## src/rtl/mig_pkg.sv

```systemverilog
// Shared types and width helpers for the sequential majority-inverter-graph evaluator.
package mig_pkg;

    // Fanin index storage width; covers up to 256 signals (constant + PIs + nodes).
    localparam int unsigned IDX_MAX_W = 8;

    typedef enum logic [1:0] {
        StIdle,
        StEval,
        StDone
    } state_t;

    typedef struct packed {
        logic                 inv;
        logic [IDX_MAX_W-1:0] idx;
    } fanin_t;

    typedef struct packed {
        fanin_t f2;
        fanin_t f1;
        fanin_t f0;
    } node_t;

    function automatic int unsigned idx_w(input int unsigned num_pi,
                                          input int unsigned num_nodes);
        return $clog2(1 + num_pi + num_nodes);
    endfunction

    function automatic int unsigned node_w(input int unsigned num_pi,
                                           input int unsigned num_nodes);
        return 3 * (idx_w(num_pi, num_nodes) + 1);
    endfunction

    function automatic int unsigned addr_w(input int unsigned num_nodes);
        return (num_nodes > 1) ? $clog2(num_nodes) : 1;
    endfunction

endpackage

```

## src/rtl/mig_seq_eval_if.sv

```systemverilog
// Config, input-vector and result handshake bundle for mig_seq_eval.
interface mig_seq_eval_if
    import mig_pkg::*;
#(
    parameter int unsigned NUM_PI    = 5,
    parameter int unsigned NUM_NODES = 16
);
    localparam int unsigned IDX_W  = idx_w(NUM_PI, NUM_NODES);
    localparam int unsigned NODE_W = node_w(NUM_PI, NUM_NODES);
    localparam int unsigned ADDR_W = addr_w(NUM_NODES);

    logic              cfg_we;
    logic [ADDR_W-1:0] cfg_addr;
    logic [NODE_W-1:0] cfg_data;
    logic [IDX_W-1:0]  po_sel;
    logic              po_inv;
    logic              in_valid;
    logic              in_ready;
    logic [NUM_PI-1:0] in_pi;
    logic              out_valid;
    logic              out_ready;
    logic              out_po;
    logic              busy;

    modport master (
        output cfg_we, cfg_addr, cfg_data, po_sel, po_inv, in_valid, in_pi, out_ready,
        input  in_ready, out_valid, out_po, busy
    );

    modport slave (
        input  cfg_we, cfg_addr, cfg_data, po_sel, po_inv, in_valid, in_pi, out_ready,
        output in_ready, out_valid, out_po, busy
    );

endinterface

```

## src/rtl/mig_node_eval.sv

```systemverilog
// Combinational evaluation of one majority node: three index muxes over
// {constant 0, PIs, node values}, per-fanin complement, 3-input majority.
module mig_node_eval
    import mig_pkg::*;
#(
    parameter int unsigned NUM_PI    = 5,
    parameter int unsigned NUM_NODES = 16
) (
    input  node_t                node,
    input  logic [NUM_PI-1:0]    pi,
    input  logic [NUM_NODES-1:0] vals,
    output logic                 v
);
    localparam int unsigned NUM_SIG = 1 + NUM_PI + NUM_NODES;

    logic [NUM_SIG-1:0] sig;
    logic               s0, s1, s2;

    assign sig = {vals, pi, 1'b0};

    // Indices past the last node fall through to 0.
    function automatic logic pick(input fanin_t f, input logic [NUM_SIG-1:0] s);
        logic b;
        b = 1'b0;
        for (int i = 0; i < int'(NUM_SIG); i++) begin
            if (f.idx == IDX_MAX_W'(i)) b = s[i];
        end
        return b ^ f.inv;
    endfunction

    always_comb begin
        s0 = pick(node.f0, sig);
        s1 = pick(node.f1, sig);
        s2 = pick(node.f2, sig);
        v  = (s0 & s1) | (s0 & s2) | (s1 & s2);
    end

endmodule

```

## src/rtl/mig_seq_eval.sv

```systemverilog
// Sequential MIG evaluator: programmable node store, one node evaluated per
// clock, selected (optionally inverted) signal returned over valid/ready.
module mig_seq_eval
    import mig_pkg::*;
#(
    parameter int unsigned NUM_PI    = 5,
    parameter int unsigned NUM_NODES = 16
) (
    input logic            clk,
    input logic            rst_n,
    mig_seq_eval_if.slave  bus
);
    localparam int unsigned IDX_W  = idx_w(NUM_PI, NUM_NODES);
    localparam int unsigned NODE_W = node_w(NUM_PI, NUM_NODES);
    localparam int unsigned ADDR_W = addr_w(NUM_NODES);

    state_t               state_q, state_d;
    logic [NODE_W-1:0]    cfg_q [NUM_NODES];
    logic [NUM_NODES-1:0] vals_q;
    logic [NUM_PI-1:0]    pi_q;
    logic [IDX_W-1:0]     sel_q;
    logic                 inv_q;
    logic [ADDR_W-1:0]    cnt_q;

    logic  accept, cfg_wr, last;
    logic  in_ready, out_valid, busy;
    logic  node_v, sel_v;
    node_t cur_node, out_node;

    function automatic fanin_t dec(input logic [IDX_W:0] raw);
        fanin_t f;
        f.inv = raw[IDX_W];
        f.idx = IDX_MAX_W'(raw[IDX_W-1:0]);
        return f;
    endfunction

    assign accept = (state_q == StIdle) && bus.in_valid;
    assign cfg_wr = (state_q == StIdle) && bus.cfg_we && (32'(bus.cfg_addr) < NUM_NODES);
    assign last   = (cnt_q == ADDR_W'(NUM_NODES - 1));

    always_comb begin
        cur_node.f0 = dec(cfg_q[cnt_q][IDX_W:0]);
        cur_node.f1 = dec(cfg_q[cnt_q][2*IDX_W+1 -: IDX_W+1]);
        cur_node.f2 = dec(cfg_q[cnt_q][NODE_W-1 -: IDX_W+1]);
    end

    // Output select reuses the node mux: MAJ(x, x, x) == x.
    always_comb begin
        out_node.f0 = '{inv: inv_q, idx: IDX_MAX_W'(sel_q)};
        out_node.f1 = out_node.f0;
        out_node.f2 = out_node.f0;
    end

    mig_node_eval #(
        .NUM_PI    (NUM_PI),
        .NUM_NODES (NUM_NODES)
    ) u_node_eval (
        .node (cur_node),
        .pi   (pi_q),
        .vals (vals_q),
        .v    (node_v)
    );

    mig_node_eval #(
        .NUM_PI    (NUM_PI),
        .NUM_NODES (NUM_NODES)
    ) u_out_eval (
        .node (out_node),
        .pi   (pi_q),
        .vals (vals_q),
        .v    (sel_v)
    );

    always_ff @(posedge clk or negedge rst_n) begin
        if (!rst_n) begin
            for (int i = 0; i < int'(NUM_NODES); i++) cfg_q[i] <= '0;
        end else if (cfg_wr) begin
            cfg_q[bus.cfg_addr] <= bus.cfg_data;
        end
    end

    always_ff @(posedge clk or negedge rst_n) begin
        if (!rst_n) begin
            state_q <= StIdle;
            vals_q  <= '0;
            pi_q    <= '0;
            sel_q   <= '0;
            inv_q   <= 1'b0;
            cnt_q   <= '0;
        end else begin
            state_q <= state_d;
            if (accept) begin
                // Clearing values makes forward/self references read 0 for this run.
                vals_q <= '0;
                pi_q   <= bus.in_pi;
                sel_q  <= bus.po_sel;
                inv_q  <= bus.po_inv;
                cnt_q  <= '0;
            end else if (state_q == StEval) begin
                vals_q[cnt_q] <= node_v;
                cnt_q         <= cnt_q + 1'b1;
            end
        end
    end

    always_comb begin
        state_d   = state_q;
        in_ready  = 1'b0;
        out_valid = 1'b0;
        busy      = 1'b0;
        unique case (state_q)
            StIdle: begin
                in_ready = 1'b1;
                if (bus.in_valid) state_d = StEval;
            end
            StEval: begin
                busy = 1'b1;
                if (last) state_d = StDone;
            end
            StDone: begin
                out_valid = 1'b1;
                if (bus.out_ready) state_d = StIdle;
            end
            default: state_d = StIdle;
        endcase
    end

    assign bus.in_ready  = in_ready;
    assign bus.out_valid = out_valid;
    assign bus.busy      = busy;
    assign bus.out_po    = out_valid & sel_v;

endmodule
```

## src/flat_wrapper.sv

```systemverilog
// flat-port wrapper written by rule: the top's interface ports become plain ports
module mig_seq_eval_flat import mig_pkg::*;
#(
    parameter int unsigned NUM_PI    = 5,
    parameter int unsigned NUM_NODES = 16
)
  (clk, rst_n, bus_cfg_we, bus_cfg_addr, bus_cfg_data, bus_po_sel, bus_po_inv, bus_in_valid, bus_in_pi, bus_out_ready, bus_in_ready, bus_out_valid, bus_out_po, bus_busy);
  mig_seq_eval_if #(.NUM_PI(NUM_PI), .NUM_NODES(NUM_NODES)) bus_i ();
  input logic clk;
  input logic rst_n;
  input wire logic [$bits(bus_i.cfg_we)-1:0] bus_cfg_we;
  input wire logic [$bits(bus_i.cfg_addr)-1:0] bus_cfg_addr;
  input wire logic [$bits(bus_i.cfg_data)-1:0] bus_cfg_data;
  input wire logic [$bits(bus_i.po_sel)-1:0] bus_po_sel;
  input wire logic [$bits(bus_i.po_inv)-1:0] bus_po_inv;
  input wire logic [$bits(bus_i.in_valid)-1:0] bus_in_valid;
  input wire logic [$bits(bus_i.in_pi)-1:0] bus_in_pi;
  input wire logic [$bits(bus_i.out_ready)-1:0] bus_out_ready;
  output wire logic [$bits(bus_i.in_ready)-1:0] bus_in_ready;
  output wire logic [$bits(bus_i.out_valid)-1:0] bus_out_valid;
  output wire logic [$bits(bus_i.out_po)-1:0] bus_out_po;
  output wire logic [$bits(bus_i.busy)-1:0] bus_busy;
  assign bus_i.cfg_we = bus_cfg_we;
  assign bus_i.cfg_addr = bus_cfg_addr;
  assign bus_i.cfg_data = bus_cfg_data;
  assign bus_i.po_sel = bus_po_sel;
  assign bus_i.po_inv = bus_po_inv;
  assign bus_i.in_valid = bus_in_valid;
  assign bus_i.in_pi = bus_in_pi;
  assign bus_i.out_ready = bus_out_ready;
  assign bus_in_ready = bus_i.in_ready;
  assign bus_out_valid = bus_i.out_valid;
  assign bus_out_po = bus_i.out_po;
  assign bus_busy = bus_i.busy;
  mig_seq_eval #(.NUM_PI(NUM_PI), .NUM_NODES(NUM_NODES)) u_core (.clk(clk), .rst_n(rst_n), .bus(bus_i));
endmodule
```

## config.mk

```make
export PLATFORM = sky130hd
export DESIGN_NAME = mig_seq_eval_flat
export DESIGN_NICKNAME = d
export VERILOG_FILES = /design/src/rtl/mig_pkg.sv /design/src/rtl/mig_seq_eval_if.sv /design/src/rtl/mig_node_eval.sv /design/src/rtl/mig_seq_eval.sv /design/src/flat_wrapper.sv
export SDC_FILE = /design/constraint.sdc
export NUM_CORES = 1
export LEC_CHECK = 0
export CORE_ASPECT_RATIO = 1.4
export CORE_UTILIZATION = 58
export CTS_BUF_LIST = sky130_fd_sc_hd__clkbuf_4 sky130_fd_sc_hd__clkbuf_8
export DETAILED_ROUTE_END_ITERATION = 6
export GPL_ROUTABILITY_DRIVEN = 0
export PLACE_DENSITY_LB_ADDON = 0.05
export SYNTH_ARGS = -nofsm -noshare
export SYNTH_HDL_FRONTEND = slang
export SYNTH_HIERARCHICAL = 1
export SYNTH_SLANG_ARGS = --single-unit
```

## constraint.sdc

```tcl
create_clock -name clk -period 4.3 [get_ports clk]
set_clock_uncertainty 0.2 [all_clocks]
set_input_delay 0.86 -clock clk [delete_from_list [all_inputs] [get_ports clk]]
set_output_delay 0.86 -clock clk [all_outputs]
set_load 0.005 [all_outputs]
```

==> tab_implementation.tex, run 1 <==
\begin{tabular}{lr}
\hline
Metric & Value \\
\hline
\multicolumn{2}{l}{\textbf{Run status}} \\
\quad Run status & complete, no violations \\
\multicolumn{2}{l}{\textbf{Clock tree}} \\
\quad Clock transition time at the flip-flop clock pins of the worst setup and hold paths & 60 ps \\
\quad Clock latency at the later pin of the worst-skew pair & 580 ps \\
\quad Clock Sink Count & 321 \\
\quad Number of CTS-inserted buffers & 47 \\
\quad Max Root-Sink Buffers & 3 \\
\quad Number of H-tree levels & 2 \\
\quad CTS tree & built \\
\quad Root buf cell & sky130\_fd\_sc\_hd\_\_clkbuf\_8 \\
\multicolumn{2}{l}{\textbf{Die}} \\
\quad Row count & 72 \\
\quad Number of ports placed on the die boundary & 42 \\
\quad Die Span X & 144.8 um \\
\quad Die span in y & 201.9 um \\
\quad Placeable core region & 27840 um2 \\
\quad Die outline area & 29240 um2 \\
\quad Initial Util & 59.50\% \\
\multicolumn{2}{l}{\textbf{Timing}} \\
\quad Fmax & 0.2416 GHz \\
\quad Sum Neg Setup Slack & 0 ps \\
\quad Max-slew headroom & 44.82\% \\
\quad Final period util & 96.26\% \\
\quad Unrepaired setup endpoints after global routing & false \\
\quad Worst slew pin tran & 827.7 ps \\
\quad Final Critical Period & 4139 ps \\
\quad Final Setup Violations & 0 \\
\quad Total count of max-transition violations in the final report & 0 \\
\quad Number of endpoints with negative hold slack in the final report & 0 \\
\quad Worst Setup Slack, final & 160.8 ps \\
\multicolumn{2}{l}{\textbf{Yosys}} \\
\quad YS warnings & 6 \\
\quad Number of synthesized flops with an enable pin & 0 \\
\quad Synth area leader & sky130\_fd\_sc\_hd\_\_dfrtp\_1 \\
\quad Seq/Total Area, Yosys & 48.50\% \\
\quad Most frequently used flop master after synthesis & sky130\_fd\_sc\_hd\_\_dfrtp\_1 \\
\quad Synthesized instance count & 1249 \\
\quad Leading cell types by total area after synthesis & sky130\_fd\_sc\_hd\_\_dfrtp\_1 49\%, sky130\_fd\_sc\_hd\_\_mux2\_2 20\%, sky130\_fd\_sc\_hd\_\_mux4\_2 10\%, sky130\_fd\_sc\_hd\_\_a22oi\_1 1.9\%, sky130\_fd\_sc\_hd\_\_nand2\_1 1.5\% \\
\quad Post-synthesis area per instance & 13.26 um2 \\
\quad Area share of the largest cell type after synthesis & 48.50\% \\
\quad Fraction of registers with async set or reset after synthesis & 100.0\% \\
\quad Cell with the most instances after synthesis & sky130\_fd\_sc\_hd\_\_dfrtp\_1 \\
\quad Syn Std Cell Area & 16560 um2 \\
\quad Register bit total from synthesis & 321 \\
\quad Number of library cell types mapped by synthesis & 66 \\
\quad Post-synth top cells & 321 x sky130\_fd\_sc\_hd\_\_dfrtp\_1, 289 x sky130\_fd\_sc\_hd\_\_mux2\_2, 74 x sky130\_fd\_sc\_hd\_\_mux4\_2 \\
\multicolumn{2}{l}{\textbf{Routing}} \\
\quad Count of vias placed by the detailed router & 11130 \\
\quad Starting DRT DRC Count & 680 \\
\quad Residual DRC & 0 \\
\quad Number of detailed-routing iterations run before antenna repair & 5 \\
\quad Routed WL & 43.09 mm \\
\quad Via-per-instance ratio & 6.297 \\
\quad Routed wire length per instance & 24.39 um \\
\quad Count of antenna-violating nets left after detailed routing & 0 \\
\multicolumn{2}{l}{\textbf{Global route}} \\
\quad Number of antenna violations at the first check in global routing & 1 \\
\quad Met2 Resource Use GR & 51.51\% \\
\quad Via count of the first global-routing pass & 11430 \\
\quad First-pass GRT wire length & 66.83 mm \\
\quad Most utilized layer in the global route result & met2 \\
\quad Pin count of the biggest net entering global routing & 106 \\
\quad Met1 demand-to-capacity share in global routing & 41.12\% \\
\quad Met3 capacity usage during global routing & 4.809\% \\
\quad Global router's overall resource usage & 31.18\% \\
\quad Remaining global-route overflow & 0 \\
\multicolumn{2}{l}{\textbf{Layout}} \\
\quad Filler cells & 2016 \\
\quad Nets & 1403 \\
\quad Area taken by flip-flops and latches & 8050 um2 \\
\quad Multi-input logic area & 8204 um2 \\
\quad Final instance area & 18970 um2 \\
\quad Fraction of layout cells with a size suffix above 1 & 42.87\% \\
\quad Area Overhead vs Synth & 14.55\% \\
\multicolumn{2}{l}{\textbf{Worst setup path}} \\
\quad Req. time, crit path & 3240 ps \\
\quad Element type at the critical path start & register \\
\quad Worst Path Class, Setup & register to output pin \\
\quad Worst Path Arrival & 3080 ps \\
\quad Peak fanout along the critical path & 3 \\
\quad Crit. End Element & output pin \\
\multicolumn{2}{l}{\textbf{Pwr}} \\
\quad Cell area power density & 673.1 nW/um2 \\
\quad Leakage & 8.538 nW \\
\quad Overall Power & 12.77 mW \\
\quad Peak supply drop & 0.3945 mV \\
\multicolumn{2}{l}{\textbf{Hold path}} \\
\quad Worst min path class & input port to async pin \\
\multicolumn{2}{l}{\textbf{Placement}} \\
\quad Post-detailed-placement half-perimeter wirelength & 27.00 mm \\
\quad Total placed instance area & 17800 um2 \\
\quad Count of buffers inserted at the top-level ports & 41 \\
\quad Place WS & 224.5 ps \\
\multicolumn{2}{l}{\textbf{Flow run}} \\
\quad Maximum capacitance violations & 0 \\
\hline
\end{tabular}
[cells by family (layout without fill, tap and decap cells)]
logic type	after synthesis	in the layout	synth area share [%]
flip-flops	321	321	48.50
XOR/XNOR	6	6	0.3173
buffers and inverters	115	225	3.158
multiplexers	393	393	31.83
AO/OA/AOI/OAI	173	173	7.351
adder cells (fa/ha/maj)	6	7	0.4382
AND/OR/NAND/NOR	234	234	8.378
other	1	38	0.02264
[stage by stage]
step / util (%) / std cells / hold slack (ps)
6_report: 68.15 / 1767 / 85.54
5_1_grt: 68.14 / 1765 / 184.6
3_3_place_gp: 63.95 / 1670 / 262.3
3_5_place_dp: 63.95 / 1670 / 273.3
2_1_floorplan: - / 1284 / 252.6
4_1_cts: 67.85 / 1762 / 153.8
[where the power goes]
group          switching (mW)  internal (mW)  total (mW)
logic                    2.54           2.78        5.31
clock network            1.13           1.42        2.55
registers               0.839           4.07        4.91
total                    4.51           8.26        12.8
[final timing paths]
check	startpoint	end	slack [ps]	cells past startpoint
worst max-delay path	u_core/sel_q[4]	bus_out_po	160	10
worst min-delay path	rst_n	u_core/cfg_q[37]	90	1
worst max register to register	u_core/cnt_q[1]	u_core/vals_q[14]	180	14
worst min register to register	u_core/cfg_q[230]	u_core/cfg_q[230]	290	1
max in group asynchronous	rst_n	u_core/cfg_q[88]	2780	2
min in group clk	u_core/cfg_q[230]	u_core/cfg_q[230]	290	1
[flip-flops by register name (all words and copies together) (netlist names)]
signal	count
u_core/vals_q	16
u_core/sel_q	5
u_core/cfg_q	288
u_core/cnt_q	4
u_core/pi_q	5
u_core/state_q	2
u_core/inv_q	1
[timing repair]
item	in CTS	in global routing
hold buffers	0	0
resized for setup	17	11
gates cloned	0	2
setup buffers	9	1
pin swaps	6	7
endpoints found under the setup margin	1	17
[per-layer routing]
metal | wire length (um) | vias to the layer above
li1 | - | 4895
met1 | 17500 | 5757
met4 | 1651 | 0
met3 | 2280 | 114
met5 | 0 | -
met2 | 21660 | 360
[critical path: stages, from the launching register on]
cell and delay (ps):
sky130_fd_sc_hd__dfrtp_2 420, sky130_fd_sc_hd__buf_4 160, sky130_fd_sc_hd__or4_4 430, sky130_fd_sc_hd__a211oi_2 200, sky130_fd_sc_hd__a311oi_1 90, sky130_fd_sc_hd__a221oi_2 310, sky130_fd_sc_hd__a21oi_2 90, sky130_fd_sc_hd__xnor2_1 130
sky130_fd_sc_hd__maj3_2 350, sky130_fd_sc_hd__and2_1 150, sky130_fd_sc_hd__clkdlybuf4s15_1 190
[final cells by class]
class	count	share of cell area (%)
timing repair buffer	127	6.358
clock buffer	81	5.151
sequential	321	42.43
multi-input combinational	849	43.24
tap	370	2.440
inverter	15	0.2968
antenna	2	0.02638
clock inverter	2	0.05276
[cells in the final DEF, fill, tap and decap left out, types with 9 or more instances in the layout]
cell type / netlist / routed
sky130_fd_sc_hd__a21oi_1: 38 / 38
sky130_fd_sc_hd__nand3_1: 13 / 13
sky130_fd_sc_hd__mux4_2: 74 / 74
sky130_fd_sc_hd__conb_1: 1 / 36
sky130_fd_sc_hd__dfrtp_1: 321 / 313
sky130_fd_sc_hd__mux2_2: 289 / 289
sky130_fd_sc_hd__clkdlybuf4s50_1: 0 / 39
sky130_fd_sc_hd__clkbuf_4: 0 / 22
sky130_fd_sc_hd__a22oi_1: 42 / 42
sky130_fd_sc_hd__mux2_4: 10 / 10
sky130_fd_sc_hd__clkbuf_8: 0 / 59
sky130_fd_sc_hd__nor3_1: 14 / 13
sky130_fd_sc_hd__nand3b_1: 10 / 10
sky130_fd_sc_hd__o21ai_0: 35 / 33
sky130_fd_sc_hd__mux2i_1: 19 / 19
sky130_fd_sc_hd__nor3_4: 8 / 9
sky130_fd_sc_hd__nor2b_1: 21 / 19
sky130_fd_sc_hd__buf_4: 8 / 74
sky130_fd_sc_hd__nand2b_1: 21 / 20
sky130_fd_sc_hd__nand4_1: 17 / 17
sky130_fd_sc_hd__inv_1: 15 / 15
sky130_fd_sc_hd__nor2_1: 25 / 24
sky130_fd_sc_hd__nand2_1: 68 / 65
Note: power is estimated with default switching activity, not from simulation.
==> run 2: changes to the inputs <==
CTS_CLUSTER_DIAMETER = 150   (was default)
==> results of run 2 <==
The final DEF is identical to that of run 1; final timing and power are the same.
==> run 3: changes to the inputs <==
CORE_UTILIZATION = 65   (was 58)
clock period = 4.6 ns   (was 4.3 ns; I/O delays follow)
==> run 3 against run 2 <==
Net effect: largest power group is now registers; worst hold slack improved by 9.9 ps; die area is 11% lower; non-clock buffer count fell by 30; critical path type unchanged.
==> tab_implementation.tex, run 3 (synthesis gave the netlist of run 1 again) <==
\begin{tabular}{lr}
\hline
Metric & Value \\
\hline
\multicolumn{2}{l}{\textbf{Worst setup path}} \\
\quad R2r startpoint & u\_core/cnt\_q[1] \\
\quad Cell-by-cell listing of the critical path & buf\_4 -> buf\_4 -> nor2b\_1 -> a2111oi\_4 -> a32o\_2 -> o22ai\_1 -> a21oi\_2 -> xnor2\_1 -> maj3\_2 -> and2\_1 -> clkdlybuf4s50\_1 \\
\quad Crit. End Element & output pin \\
\quad Capture instance of the worst register-to-register path & u\_core/vals\_q[5] \\
\quad Maximum cell stage delay along the critical path & 540 ps \\
\quad Setup slack, reg-to-reg & 300 ps \\
\quad Critical path's most frequent cell & sky130\_fd\_sc\_hd\_\_buf\_4 \\
\quad Worst Path Arrival & 3280 ps \\
\quad Peak fanout along the critical path & 11 \\
\quad Element type at the critical path start & register \\
\quad Critical-path cell with the highest stage delay & sky130\_fd\_sc\_hd\_\_dfrtp\_4 \\
\quad Worst Path Class, Setup & register to output pin \\
\quad Req. time, crit path & 3480 ps \\
\quad Worst Reg-to-Reg Cells & 12 \\
\multicolumn{2}{l}{\textbf{Die}} \\
\quad Row count & 68 \\
\quad Die Span X & 136.9 um \\
\quad Die outline area & 26130 um2 \\
\quad Initial Util & 66.66\% \\
\quad Placeable core region & 24840 um2 \\
\quad Die span in y & 190.9 um \\
\quad Number of ports placed on the die boundary & 42 \\
\multicolumn{2}{l}{\textbf{Timing}} \\
\quad Final Critical Period & 4396 ps \\
\quad Total count of max-transition violations in the final report & 0 \\
\quad Worst slew pin tran & 779.4 ps \\
\quad Smallest hold slack & 95.44 ps \\
\quad Fmax & 0.2275 GHz \\
\quad Worst Setup Slack, final & 204.2 ps \\
\quad Final Setup Violations & 0 \\
\quad Final period util & 95.56\% \\
\quad Sum Neg Setup Slack & 0 ps \\
\quad Max-slew headroom & 48.04\% \\
\quad Unrepaired setup endpoints after global routing & false \\
\quad Number of endpoints with negative hold slack in the final report & 0 \\
\multicolumn{2}{l}{\textbf{Placement}} \\
\quad Post-detailed-placement half-perimeter wirelength & 25.37 mm \\
\quad Count of buffers inserted at the top-level ports & 41 \\
\quad Place WS & 368.4 ps \\
\multicolumn{2}{l}{\textbf{Layout}} \\
\quad Fraction of layout cells with a size suffix above 1 & 41.05\% \\
\quad Most flop-heavy register & u\_core/cfg\_q \\
\quad Nets & 1374 \\
\quad Max FFs per register & 288 \\
\quad Commonest non-fill, non-tap cells in the layout & 316 x sky130\_fd\_sc\_hd\_\_dfrtp\_1, 289 x sky130\_fd\_sc\_hd\_\_mux2\_2, 74 x sky130\_fd\_sc\_hd\_\_mux4\_2, 68 x sky130\_fd\_sc\_hd\_\_nand2\_1, 67 x sky130\_fd\_sc\_hd\_\_clkbuf\_8 \\
\quad Area taken by flip-flops and latches & 8046 um2 \\
\quad Most frequent standard cell in the layout excluding fill and tap cells & sky130\_fd\_sc\_hd\_\_dfrtp\_1 \\
\quad Filler cells & 1668 \\
\quad Multi-input logic area & 8163 um2 \\
\quad Area Overhead vs Synth & 12.49\% \\
\quad Registers with the highest flip-flop counts & u\_core/cfg\_q (288), u\_core/vals\_q (16) \\
\multicolumn{2}{l}{\textbf{Global route}} \\
\quad Pin count of the biggest net entering global routing & 131 \\
\quad Global router's overall resource usage & 33.45\% \\
\quad Via count of the first global-routing pass & 11440 \\
\quad Number of antenna violations at the first check in global routing & 2 \\
\quad First-pass GRT wire length & 64.69 mm \\
\quad Remaining global-route overflow & 0 \\
\multicolumn{2}{l}{\textbf{Clock tree}} \\
\quad Clock transition time at the flip-flop clock pins of the worst setup and hold paths & 60 ps \\
\quad Clock latency at the later pin of the worst-skew pair & 580 ps \\
\quad Number of H-tree levels & 2 \\
\quad CTS tree & built \\
\quad Root buf cell & sky130\_fd\_sc\_hd\_\_clkbuf\_8 \\
\quad Max Root-Sink Buffers & 3 \\
\quad Number of CTS-inserted buffers & 49 \\
\quad Clock Sink Count & 321 \\
\multicolumn{2}{l}{\textbf{Pwr}} \\
\quad Cell area power density & 628.9 nW/um2 \\
\quad Overall Power & 11.72 mW \\
\quad Peak supply drop & 0.4485 mV \\
\quad Leakage & 8.388 nW \\
\multicolumn{2}{l}{\textbf{Routing}} \\
\quad Residual DRC & 0 \\
\quad Starting DRT DRC Count & 589 \\
\quad Count of antenna-violating nets left after detailed routing & 0 \\
\quad Number of detailed-routing iterations run before antenna repair & 5 \\
\quad Count of vias placed by the detailed router & 10880 \\
\quad Routed WL & 40.83 mm \\
\quad Routed wire length per instance & 24.23 um \\
\quad Via-per-instance ratio & 6.459 \\
\multicolumn{2}{l}{\textbf{Flow run}} \\
\quad Maximum capacitance violations & 0 \\
\multicolumn{2}{l}{\textbf{Run status}} \\
\quad Run status & complete, no violations \\
\multicolumn{2}{l}{\textbf{Hold path}} \\
\quad Worst min path class & input port to async pin \\
\hline
\end{tabular}
==> run 3: worst max path at each step <==
stage                          startpoint                end  slack [ps]  cells past startpoint
after floorplan           u_core/cnt_q[0]  u_core/vals_q[10]         240                     16
after global placement    u_core/cnt_q[1]  u_core/vals_q[13]         380                     12
after detailed placement  u_core/cnt_q[1]  u_core/vals_q[15]         370                     12
after CTS                 u_core/sel_q[0]         bus_out_po          60                      9
after global routing      u_core/sel_q[1]         bus_out_po           8                      9
final                     u_core/sel_q[0]         bus_out_po         200                     11
==> run 3: power breakdown <==
group	switching (mW)	total (mW)	internal (mW)
logic	2.16	4.53	2.37
clock network	1.09	2.55	1.46
registers	0.831	4.63	3.80
==> run 3: area by class of cell <==
type / instances / share of cell area [%]
Tap cell: 315 / 2.116
Clock inverter: 8 / 0.4030
Clock buffer: 80 / 5.473
Inverter: 15 / 0.3022
Sequential cell: 321 / 43.19
Multi-Input combinational cell: 848 / 43.81
Timing Repair Buffer: 97 / 4.688
Antenna cell: 1 / 0.01343
==> run 3: what timing repair did <==
| action | in CTS | in global routing |
|---|---|---|
| setup buffers | 0 | 4 |
| cloned | 0 | 0 |
| pin swaps | 0 | 1 |
| endpoints found under the setup margin | 1 | 1 |
| resized for setup | 2 | 4 |
| hold buffers | 0 | 0 |
==> run 3: layer usage <==
layer	global-route usage (%)	wire length (um)	share of wire [%]	vias up
met5	0	12	0.029	-
met4	14.67	1624	4.0	2
li1	-	-	-	4825
met3	4.785	1880	4.6	102
met2	55.74	20680	51	319
met1	43.69	16630	41	5636
==> run 3: critical path, delay by kind of cell (launching register included) <==
| family | cells | cell delay [ps] |
|---|---|---|
| AOI/OAI and AO/OA | 4 | 580 |
| xor gates and xnor gates | 1 | 140 |
| DFF | 1 | 540 |
| buffers and inverters | 3 | 790 |
| adders and majority gates | 1 | 320 |
| and+or+nand+nor | 2 | 330 |
==> run 3: per-stage QoR <==
step,instance area (um2),util (%),instances
2_1_floorplan,16690,-,1284
3_3_place_gp,17480,70.38,1592
3_5_place_dp,17480,70.38,1592
4_1_cts,18580,74.79,1680
5_1_grt,18630,74.98,1684
6_report,18630,74.99,1685
